File: src/rtl/fetch_pkg.sv
// Shared types and constants for the instruction-fetch front end.
// The optional FETCH_PERF_EN build adds perf counters to fetch_unit.
package fetch_pkg;

  localparam int INSTR_W = 32;
  localparam int PC_STEP = 4;

  typedef enum logic {
    RUN   = 1'b0,
    DRAIN = 1'b1
  } fetch_state_t;

  // Default entry layout for a 32-bit PC; fetch_unit builds its own for other XLEN.
  typedef struct packed {
    logic [31:0]        pc;
    logic [INSTR_W-1:0] instr;
  } fetch_entry_t;

  function automatic logic [31:0] sat_inc32(input logic [31:0] v);
    return (v == 32'hFFFF_FFFF) ? v : v + 32'd1;
  endfunction

endpackage

File: src/rtl/fetch_fifo.sv
// Synchronous prefetch FIFO with flush and occupancy output.
// DEPTH must be a power of two so the pointers wrap naturally.
module fetch_fifo
  import fetch_pkg::*;
#(
  parameter int  DEPTH   = 4,
  parameter type entry_t = fetch_entry_t
) (
  input  logic                       clk,
  input  logic                       rst_n,
  input  logic                       flush_i,
  input  logic                       push_i,
  input  entry_t                     wdata_i,
  input  logic                       pop_i,
  output entry_t                     rdata_o,
  output logic                       empty_o,
  output logic [$clog2(DEPTH+1)-1:0] count_o
);

  localparam int AW = $clog2(DEPTH);
  localparam int CW = $clog2(DEPTH + 1);

  logic [AW-1:0] wr_ptr_q;
  logic [AW-1:0] rd_ptr_q;
  logic [CW-1:0] count_q;
  entry_t        mem_q [DEPTH];
  logic          do_push;
  logic          do_pop;

  // Pops on an empty FIFO are ignored; a push into a full FIFO only lands if a pop frees a slot.
  assign do_pop  = pop_i && (count_q != '0);
  assign do_push = push_i && ((count_q != CW'(DEPTH)) || do_pop);

  always_ff @(posedge clk or negedge rst_n) begin
    if (!rst_n) begin
      wr_ptr_q <= '0;
      rd_ptr_q <= '0;
      count_q  <= '0;
    end else if (flush_i) begin
      wr_ptr_q <= '0;
      rd_ptr_q <= '0;
      count_q  <= '0;
    end else begin
      if (do_push) wr_ptr_q <= wr_ptr_q + AW'(1);
      if (do_pop)  rd_ptr_q <= rd_ptr_q + AW'(1);
      case ({do_push, do_pop})
        2'b10:   count_q <= count_q + CW'(1);
        2'b01:   count_q <= count_q - CW'(1);
        default: count_q <= count_q;
      endcase
    end
  end

  always_ff @(posedge clk) begin
    if (do_push && !flush_i) mem_q[wr_ptr_q] <= wdata_i;
  end

  assign rdata_o = mem_q[rd_ptr_q];
  assign empty_o = (count_q == '0);
  assign count_o = count_q;

endmodule

File: src/rtl/fetch_unit.sv
// Instruction-fetch front end: sequential PC generator, credit-limited memory requests,
// prefetch FIFO toward decode, redirect flush with stale-response drain. FETCH_PERF_EN adds perf counters.
module fetch_unit
  import fetch_pkg::*;
#(
  parameter int               XLEN     = 32,
  parameter int               DEPTH    = 4,
  parameter logic [XLEN-1:0]  RESET_PC = '0
) (
  input  logic               clk,
  input  logic               rst,
  output logic               imem_req_valid,
  input  logic               imem_req_ready,
  output logic [XLEN-1:0]    imem_req_addr,
  input  logic               imem_rsp_valid,
  input  logic [INSTR_W-1:0] imem_rsp_data,
  input  logic               redirect_valid,
  input  logic [XLEN-1:0]    redirect_pc,
  output logic               instr_valid,
  input  logic               instr_ready,
  output logic [INSTR_W-1:0] instr,
  output logic [XLEN-1:0]    instr_pc
`ifdef FETCH_PERF_EN
  ,
  output logic [31:0]        perf_fetch_cnt,
  output logic [31:0]        perf_flush_cnt
`endif
);

  localparam int CW = $clog2(DEPTH + 1);

  typedef struct packed {
    logic [XLEN-1:0]    pc;
    logic [INSTR_W-1:0] instr;
  } entry_t;

  // Handshake: a request transfers on a cycle where imem_req_valid && imem_req_ready;
  // imem_req_addr holds while valid is high and ready is low. Decode takes the head on
  // instr_valid && instr_ready. Responses carry no ready and arrive in request order.

  fetch_state_t    state_q, state_d;
  logic [XLEN-1:0] fetch_pc_q, fetch_pc_d;
  logic [XLEN-1:0] rsp_pc_q, rsp_pc_d;
  logic [CW-1:0]   outstanding_q, outstanding_d;
  logic [CW-1:0]   drop_cnt_q, drop_cnt_d;

  logic [CW-1:0]   fifo_count;
  logic            fifo_empty;
  logic            fifo_push;
  logic            fifo_pop;
  entry_t          fifo_wdata;
  entry_t          fifo_rdata;
  logic            credit_ok;
  logic            req_fire;

  // Buffered plus in-flight entries never exceed DEPTH, so the FIFO cannot overflow.
  assign credit_ok = ({1'b0, fifo_count} + {1'b0, outstanding_q}) < (CW+1)'(DEPTH);

  always_ff @(posedge clk or negedge rst) begin
    if (!rst) state_q <= RUN;
    else      state_q <= state_d;
  end

  always_comb begin
    state_d = state_q;
    case (state_q)
      RUN:     if (redirect_valid && (outstanding_d != '0)) state_d = DRAIN;
      DRAIN:   if (drop_cnt_d == '0) state_d = RUN;
      default: state_d = RUN;
    endcase
  end

  always_comb begin
    imem_req_valid = 1'b0;
    fifo_push      = 1'b0;
    case (state_q)
      RUN: begin
        imem_req_valid = rst && !redirect_valid && credit_ok;
        fifo_push      = imem_rsp_valid && !redirect_valid;
      end
      default: begin
        imem_req_valid = 1'b0;
        fifo_push      = 1'b0;
      end
    endcase
  end

  assign req_fire = imem_req_valid && imem_req_ready;

  always_comb begin
    outstanding_d = outstanding_q + {{(CW-1){1'b0}}, req_fire}
                                  - {{(CW-1){1'b0}}, imem_rsp_valid};
    drop_cnt_d = drop_cnt_q;
    // On redirect every response still owed belongs to the abandoned stream.
    if (redirect_valid) begin
      drop_cnt_d = outstanding_d;
    end else if ((state_q == DRAIN) && imem_rsp_valid) begin
      drop_cnt_d = drop_cnt_q - CW'(1);
    end

    fetch_pc_d = fetch_pc_q;
    if (redirect_valid)  fetch_pc_d = redirect_pc;
    else if (req_fire)   fetch_pc_d = fetch_pc_q + XLEN'(PC_STEP);

    rsp_pc_d = rsp_pc_q;
    if (redirect_valid)  rsp_pc_d = redirect_pc;
    else if (fifo_push)  rsp_pc_d = rsp_pc_q + XLEN'(PC_STEP);
  end

  always_ff @(posedge clk or negedge rst) begin
    if (!rst) begin
      fetch_pc_q    <= RESET_PC;
      rsp_pc_q      <= RESET_PC;
      outstanding_q <= '0;
      drop_cnt_q    <= '0;
    end else begin
      fetch_pc_q    <= fetch_pc_d;
      rsp_pc_q      <= rsp_pc_d;
      outstanding_q <= outstanding_d;
      drop_cnt_q    <= drop_cnt_d;
    end
  end

  assign fifo_wdata = '{pc: rsp_pc_q, instr: imem_rsp_data};
  assign fifo_pop   = instr_valid && instr_ready && !redirect_valid;

  fetch_fifo #(
    .DEPTH   (DEPTH),
    .entry_t (entry_t)
  ) u_fifo (
    .clk     (clk),
    .rst_n   (rst),
    .flush_i (redirect_valid),
    .push_i  (fifo_push),
    .wdata_i (fifo_wdata),
    .pop_i   (fifo_pop),
    .rdata_o (fifo_rdata),
    .empty_o (fifo_empty),
    .count_o (fifo_count)
  );

  assign imem_req_addr = fetch_pc_q;
  assign instr_valid   = !fifo_empty;
  assign instr         = fifo_empty ? '0 : fifo_rdata.instr;
  assign instr_pc      = fifo_empty ? '0 : fifo_rdata.pc;

`ifdef FETCH_PERF_EN
  logic [31:0] perf_fetch_q;
  logic [31:0] perf_flush_q;

  always_ff @(posedge clk or negedge rst) begin
    if (!rst) begin
      perf_fetch_q <= '0;
      perf_flush_q <= '0;
    end else begin
      if (fifo_push)      perf_fetch_q <= sat_inc32(perf_fetch_q);
      if (redirect_valid) perf_flush_q <= sat_inc32(perf_flush_q);
    end
  end

  assign perf_fetch_cnt = perf_fetch_q;
  assign perf_flush_cnt = perf_flush_q;
`endif

endmodule
File: config.mk
export PLATFORM = sky130hd
export DESIGN_NAME = fetch_unit
export DESIGN_NICKNAME = d
export VERILOG_FILES = /design/src/rtl/fetch_pkg.sv /design/src/rtl/fetch_fifo.sv /design/src/rtl/fetch_unit.sv
export SDC_FILE = /design/constraint.sdc
export NUM_CORES = 1
export LEC_CHECK = 0
export ABC_AREA = 1
export CAP_MARGIN = 30
export CORE_MARGIN = 5
export CORE_UTILIZATION = 25
export CTS_BUF_LIST = sky130_fd_sc_hd__clkbuf_8 sky130_fd_sc_hd__clkbuf_16
export DETAILED_ROUTE_END_ITERATION = 10
export SETUP_SLACK_MARGIN = 0.2
export SYNTH_ARGS = -nofsm -noshare
export SYNTH_HDL_FRONTEND = slang
export SYNTH_SLANG_ARGS = --single-unit
File: constraint.sdc
create_clock -name clk -period 3.8 [get_ports clk]
set_input_delay 0.38 -clock clk [delete_from_list [all_inputs] [get_ports clk]]
set_output_delay 0.38 -clock clk [all_outputs]
set_load 0.005 [all_outputs]
; Yosys cells after proc, flatten, opt, wreduce, memory -nomap -nowiden
; Memories as Yosys holds them, arrays and structs flattened.
; Cells that the tools add are included.
[op_classes]
n_addsub = 10
magnitude_cmp = 1
n_eq_ne = 3
mux = 21
bitwise = 1
n_reduce_logical = 23
[op_table]
columns = operator, n
row1 = 32-bit 2-to-1 mux, 6
row2 = 32-bit by 3-bit adder with 32-bit output (second input constant), 2
row3 = 1-bit logical AND, 11
row4 = 3-bit 2-to-1 mux, 3
row5 = 3-bit nonzero test, 3
row6 = 2-bit 2-to-1 mux, 4
row7 = 2-bit nonzero test, 4
row8 = 3-bit logical NOT, 2
row9 = 1-bit 2-to-1 mux, 6
row10 = 3-bit case mux with 2 select lines, 1
row11 = 3-bit by 1-bit subtractor with 3-bit output (second input constant), 2
row12 = 2-bit by 1-bit adder with 2-bit output (second input constant), 2
row13 = 3-bit by 3-bit adder with 4-bit output, 1
row14 = 4-bit by 3-bit less-than comparator with 1-bit output (second input constant), 1
row15 = 3-bit by 1-bit adder with 3-bit output, 1
row16 = 3-bit by 1-bit adder with 3-bit output (second input constant), 1
row17 = 3-bit inequality test (second input constant), 1
row18 = 3-bit by 1-bit subtractor with 3-bit output, 1
row19 = 2-bit by 1-bit equality test with 1-bit output (second input constant), 1
row20 = 2-bit equality test (second input constant), 1
row21 = 1-bit logical NOT, 2
row22 = 1-bit case mux with 2 select lines, 1
row23 = 1-bit logical OR, 1
row24 = 1-bit inverter, 1
[word_totals]
ff_bits = 78
ram_bits = 256
output_inout_bits = 98
mem_count = 1
[mem_list]
columns = name, words, word_bits, read_ports, rd_clocked_by_memory_dff, wr, line
row1 = u_fifo.mem_q, 4, 64, 1, 0, 1, fetch_fifo.sv:26  ; entry_t mem_q [DEPTH];

; Logic depth before layout (Yosys ltp)
[logic_depth]
ltp_word = 11
ltp_mapped = 14
mapped_depth_nobuf = 14

; Modules after synthesis
; From an unflattened synthesis, not the netlist that was laid out.
[hier_totals]
cells_unflattened = 1541
hier_area_um2 = 15324.7
[by_module_without_submodules]
columns = module, n_inst, cells_per_inst, area_per_inst_um2, seq_area_each_um2
row1 = fetch_fifo, 1, 684, 9967.1, 7862.5
row2 = fetch_unit, 1, 857, 5357.6, 1776.7

; Worst setup path after synthesis
; No wires, ideal clock.
[synth_path]
path_type = input-to-reg
start = in redirect_valid
end = mem u_fifo.mem_q[0][0] in the netlist's numbering, enable pin
setup_time_ns = 0.486
t_arrival_ns = 3.771
required_time_ns = 3.314
slack_ns = -0.457
cell_stages = 7
n_path_buf = 2
cell_sequence = buf_6 > nor2_4 > nand2_2 > inv_1 > buf_2 > nand2_1 > nor2_1
[synth_between]
elab_chain_cells = 8
[synth_rtl]
columns = item, line
row1 = start: declaration, fetch_unit.sv:17  ; input logic redirect_valid,
row2 = 1-bit logical NOT *, "fetch_fifo.sv:55, fetch_unit.sv:79, fetch_unit.sv:125"
row3 = 1-bit logical AND, fetch_unit.sv:125  ; assign fifo_pop = instr_valid && instr_ready && !redirect_valid;
row4 = 1-bit logical AND, fetch_fifo.sv:31  ; assign do_pop = pop_i && (count_q != '0);
row5 = 1-bit logical OR, fetch_fifo.sv:32  ; assign do_push = push_i && ((count_q != CW'(DEPTH)) || do_pop);
row6 = 1-bit logical AND, fetch_fifo.sv:32
row7 = 1-bit logical AND *, fetch_fifo.sv:55  ; if (do_push && !flush_i) mem_q[wr_ptr_q] <= wdata_i;
row8 = 1-bit 2-to-1 mux *, fetch_fifo.sv:55
row9 = 1-bit 2-to-1 mux (not written as such) *, fetch_fifo.sv:55
row10 = end: declaration, fetch_fifo.sv:26
; Mark *: on every way between the ends. The rest lies on a longest branch, timed or not.

; Final worst setup path
[layout_path]
start = reg u_fifo.count_q[0], in the netlist u_fifo.count_o[0]
end = out instr[9]
[layout_between]
elab_chain_cells = 2
[layout_rtl]
columns = item, line
row1 = start: declaration, fetch_fifo.sv:25  ; logic [CW-1:0] count_q;
row2 = start signal: assignment, fetch_fifo.sv:47  ; 2'b10: count_q <= count_q + CW'(1);
row3 = start signal: assignment, fetch_fifo.sv:48  ; 2'b01: count_q <= count_q - CW'(1);
row4 = start signal: assignment, fetch_fifo.sv:49  ; default: count_q <= count_q;
row5 = 3-bit logical NOT, fetch_fifo.sv:59  ; assign empty_o = (count_q == '0);
row6 = 32-bit 2-to-1 mux, fetch_unit.sv:144  ; assign instr = fifo_empty ? '0 : fifo_rdata.instr;
row7 = end: declaration, fetch_unit.sv:21  ; output logic [INSTR_W-1:0] instr,
; No other way between the ends.

==> results_dict.tcl <==
set metrics [dict create \
    outcome "completed" \
    hpwlAfterDp_mm 29.2 \
    hold_slack_ns 0.283 \
    synth.avg_cell_area_um2 9.76 \
    path_cells "inv_1 -> nand2_1 -> nor2_4 -> buf_4 -> a21oi_1 -> clkdlybuf4s50_1" \
    total_leakage_power_nw 6.99 \
    post-route-period-util_pct 85.6 \
    firstDrtPassIters 5 \
    routed_wl_mm 43.5 \
    yosysWarnings 0 \
    syn_area_um2 15200 \
    grt_pass1_wl_mm 67.3 \
    die_w_um 256 \
    dr_wl_met2_mm 20.3 \
    hold_start "redirect_valid" \
    vias 11700 \
    grt_max_degree 130 \
    vdd_ir_drop_max_uv 329 \
    met3WireLength_mm 2.74 \
    timing.rr.start "u_fifo.count_o[2]" \
    yosysTopAreaCellShare_pct 50.7 \
    cts_sinks 334 \
    setup_viol 0 \
    cpMaxStageDelayCell "nor2_4" \
    die-area_um2 65700 \
    nets 1803 \
    layout_commonest_cell "nor2_1" \
    via_per_inst 4.62 \
    initial_core_util_pct 25.2 \
    fmax_mhz 307 \
    max_stage_delay_ns 0.63 \
    finalHoldViolCount 0 \
    place_ws_ns 0.772 \
    area_growth_pct 26.5 \
    clock_skew_ns 0.0207 \
    setup.worst_path.start "u_fifo.count_o[0]" \
    cp-end-kind "output port" \
    slew_viol_final 0 \
    gp_congestion 0.913 \
    die_y_um 256 \
    crit_path_max_fanout 23 \
    rsz0062_at_grt "no" \
    grt_pass1_vias 11500 \
    grt_overflow 0 \
    post_drt_wl_per_cell_um 17.2 \
    cellPowerDensity_nw_per_um2 583 \
    detail-route-antenna-nets 0 \
    syn-num-nets 1636 \
    stdcell_area_um2 19200 \
    maxCapViolCount 0 \
    synthTopCellsByArea "edfxtp_1 (51%), dfrtp_1 (13%), nor2_1 (9.4%)" \
    gr-usage-all-layers_pct 12.8 \
    io_buffers 167 \
    syn_inst 1553 \
    cts_root_buf "clkbuf_16" \
    setup.worst_path.class "reg2out" \
    synth_seq_area_share_pct 63.6 \
    fp.coreArea_um2 60200 \
    drive_gt1_share_pct 6.64 \
    cts_inserted_buffers 38 \
    arrival_ns 2.87 \
    finalSetupTns_ns 0 \
    mostFrequentLayoutCells "nor2_1 (374), nand2_1 (271), edfxtp_1 (256)" \
    hold_path_class "in2reg" \
    ys_types 34 \
    worst_slew_pin_slew_ns 0.852 \
    cts_resized 0 \
    htree_levels 2 \
    placed_area_um2 17900 \
    drtIter0Drc 953 \
    diodes 0 \
    io_pins 168 \
    fin_crit_ns 3.25 \
    slew_headroom_pct 43.2 \
    cts_setup_buffers 0 \
    tritoncts "built" \
    ys_seq_elements 334 \
    cts_buffer_depth 3 \
    insertion_delay_ns 0.55 \
    antenna_found_initial 0 \
    drt-met1-wl_mm 19.8 \
    synth_top_cell_by_area "edfxtp_1" \
    timing.final.ws_setup_ns 0.548 \
    clkTransAtPathRegs_ns 0.06 \
    start_kind "register" \
    cts_hold_buffers 1 \
    rows 90 \
    power.total_mw 11.2 \
    required_ns 3.42 \
    remaining_drc_errors 0 \
    top_layer_used "met4" \
]
-- path summary, 6_finish.rpt --
path / cells after the start / slack (ns) / endpoint
max in group asynchronous: 4 / 2.25 / u_fifo.rd_ptr_q[0]
worst max register to register: 13 / 0.75 / state_q
worst min register to register: 2 / 0.48 / imem_req_addr[1]
min in group asynchronous: 3 / 0.54 / imem_req_addr[20]
worst max-delay path: 6 / 0.55 / instr[9]
worst min-delay path: 4 / 0.28 / u_fifo.rd_ptr_q[0]
-- cell usage after synthesis --
cell type	number
inv_2	5
nand2_1	271
a21boi_0	2
a31oi_1	5
nor2_1	379
xnor2_1	5
a21oi_1	100
buf_6	4
o21bai_1	3
nor2_2	6
inv_1	73
buf_2	26
xor2_1	18
o21ai_0	151
nand3_1	71
nand4_1	10
inv_4	1
buf_4	2
o22ai_1	1
nor2_4	2
o211ai_1	18
clkbuf_1	25
dfrtp_1	78
nand3b_2	1
nand3_2	2
nand2_2	3
fa_1	2
nand3b_1	4
nor3_1	4
nand2_4	1
edfxtp_1	256
ha_1	11
buf_1	12
nand2_8	1
-- layer usage --
layer	vias up	track usage, %
li1	5592	-
met3	51	2.62
met5	-	0
met1	5645	17.7
met4	0	3.00
met2	395	20.7
-- state kept, by name (all words and copies together), names as in the netlist --
register / flops
imem_req_addr: 32
drop_cnt_q: 3
u_fifo.count_o: 3
u_fifo.wr_ptr_q: 2
outstanding_q: 3
state_q: 1
u_fifo.mem_q: 256
u_fifo.rd_ptr_q: 2
rsp_pc_q: 32
-- cells by family (layout without fill, tap and decap cells) --
family / Yosys count / after routing / synth area share [%]
compound gates: 280 / 280 / 9.67
buf+inv: 148 / 342 / 4.14
flops: 334 / 334 / 63.6
fa+ha+maj: 13 / 13 / 1.17
simple gates: 755 / 755 / 20.1
xor+xnor: 23 / 23 / 1.33
-- critical path, delay by kind of cell, from the launching register on --
family / cells / cell delay, ns
buffers and inverters: 3 / 0.99
and+or+nand+nor: 2 / 0.74
DFF: 1 / 0.42
AOI/OAI and AO/OA: 1 / 0.13
-- metrics by stage --
stage	utilization [%]	cells
after global placement	29.7	2460
final	31.8	2529
after detailed placement	29.7	2461
after CTS	31.8	2529
after global routing	31.8	2529
after floorplan	-	1553
-- power breakdown --
part	total (mW)	leakage, nW	internal [mW]	switching [mW]
Combinational	3.06	3.12	1.38	1.68
Sequential	4.50	3.24	4.19	0.306
Clock	3.62	0.639	2.14	1.48
-- cell type report --
class                      count  area [um2]
inverter                      79         300
multi-input combinational   1071        4930
clock inverter                24         235
sequential                   334        9640
clock buffer                  43        1020
tap                          782         978
fill                        6070       41100
timing repair buffer         196        2070
(Power assumes the default switching activity.)
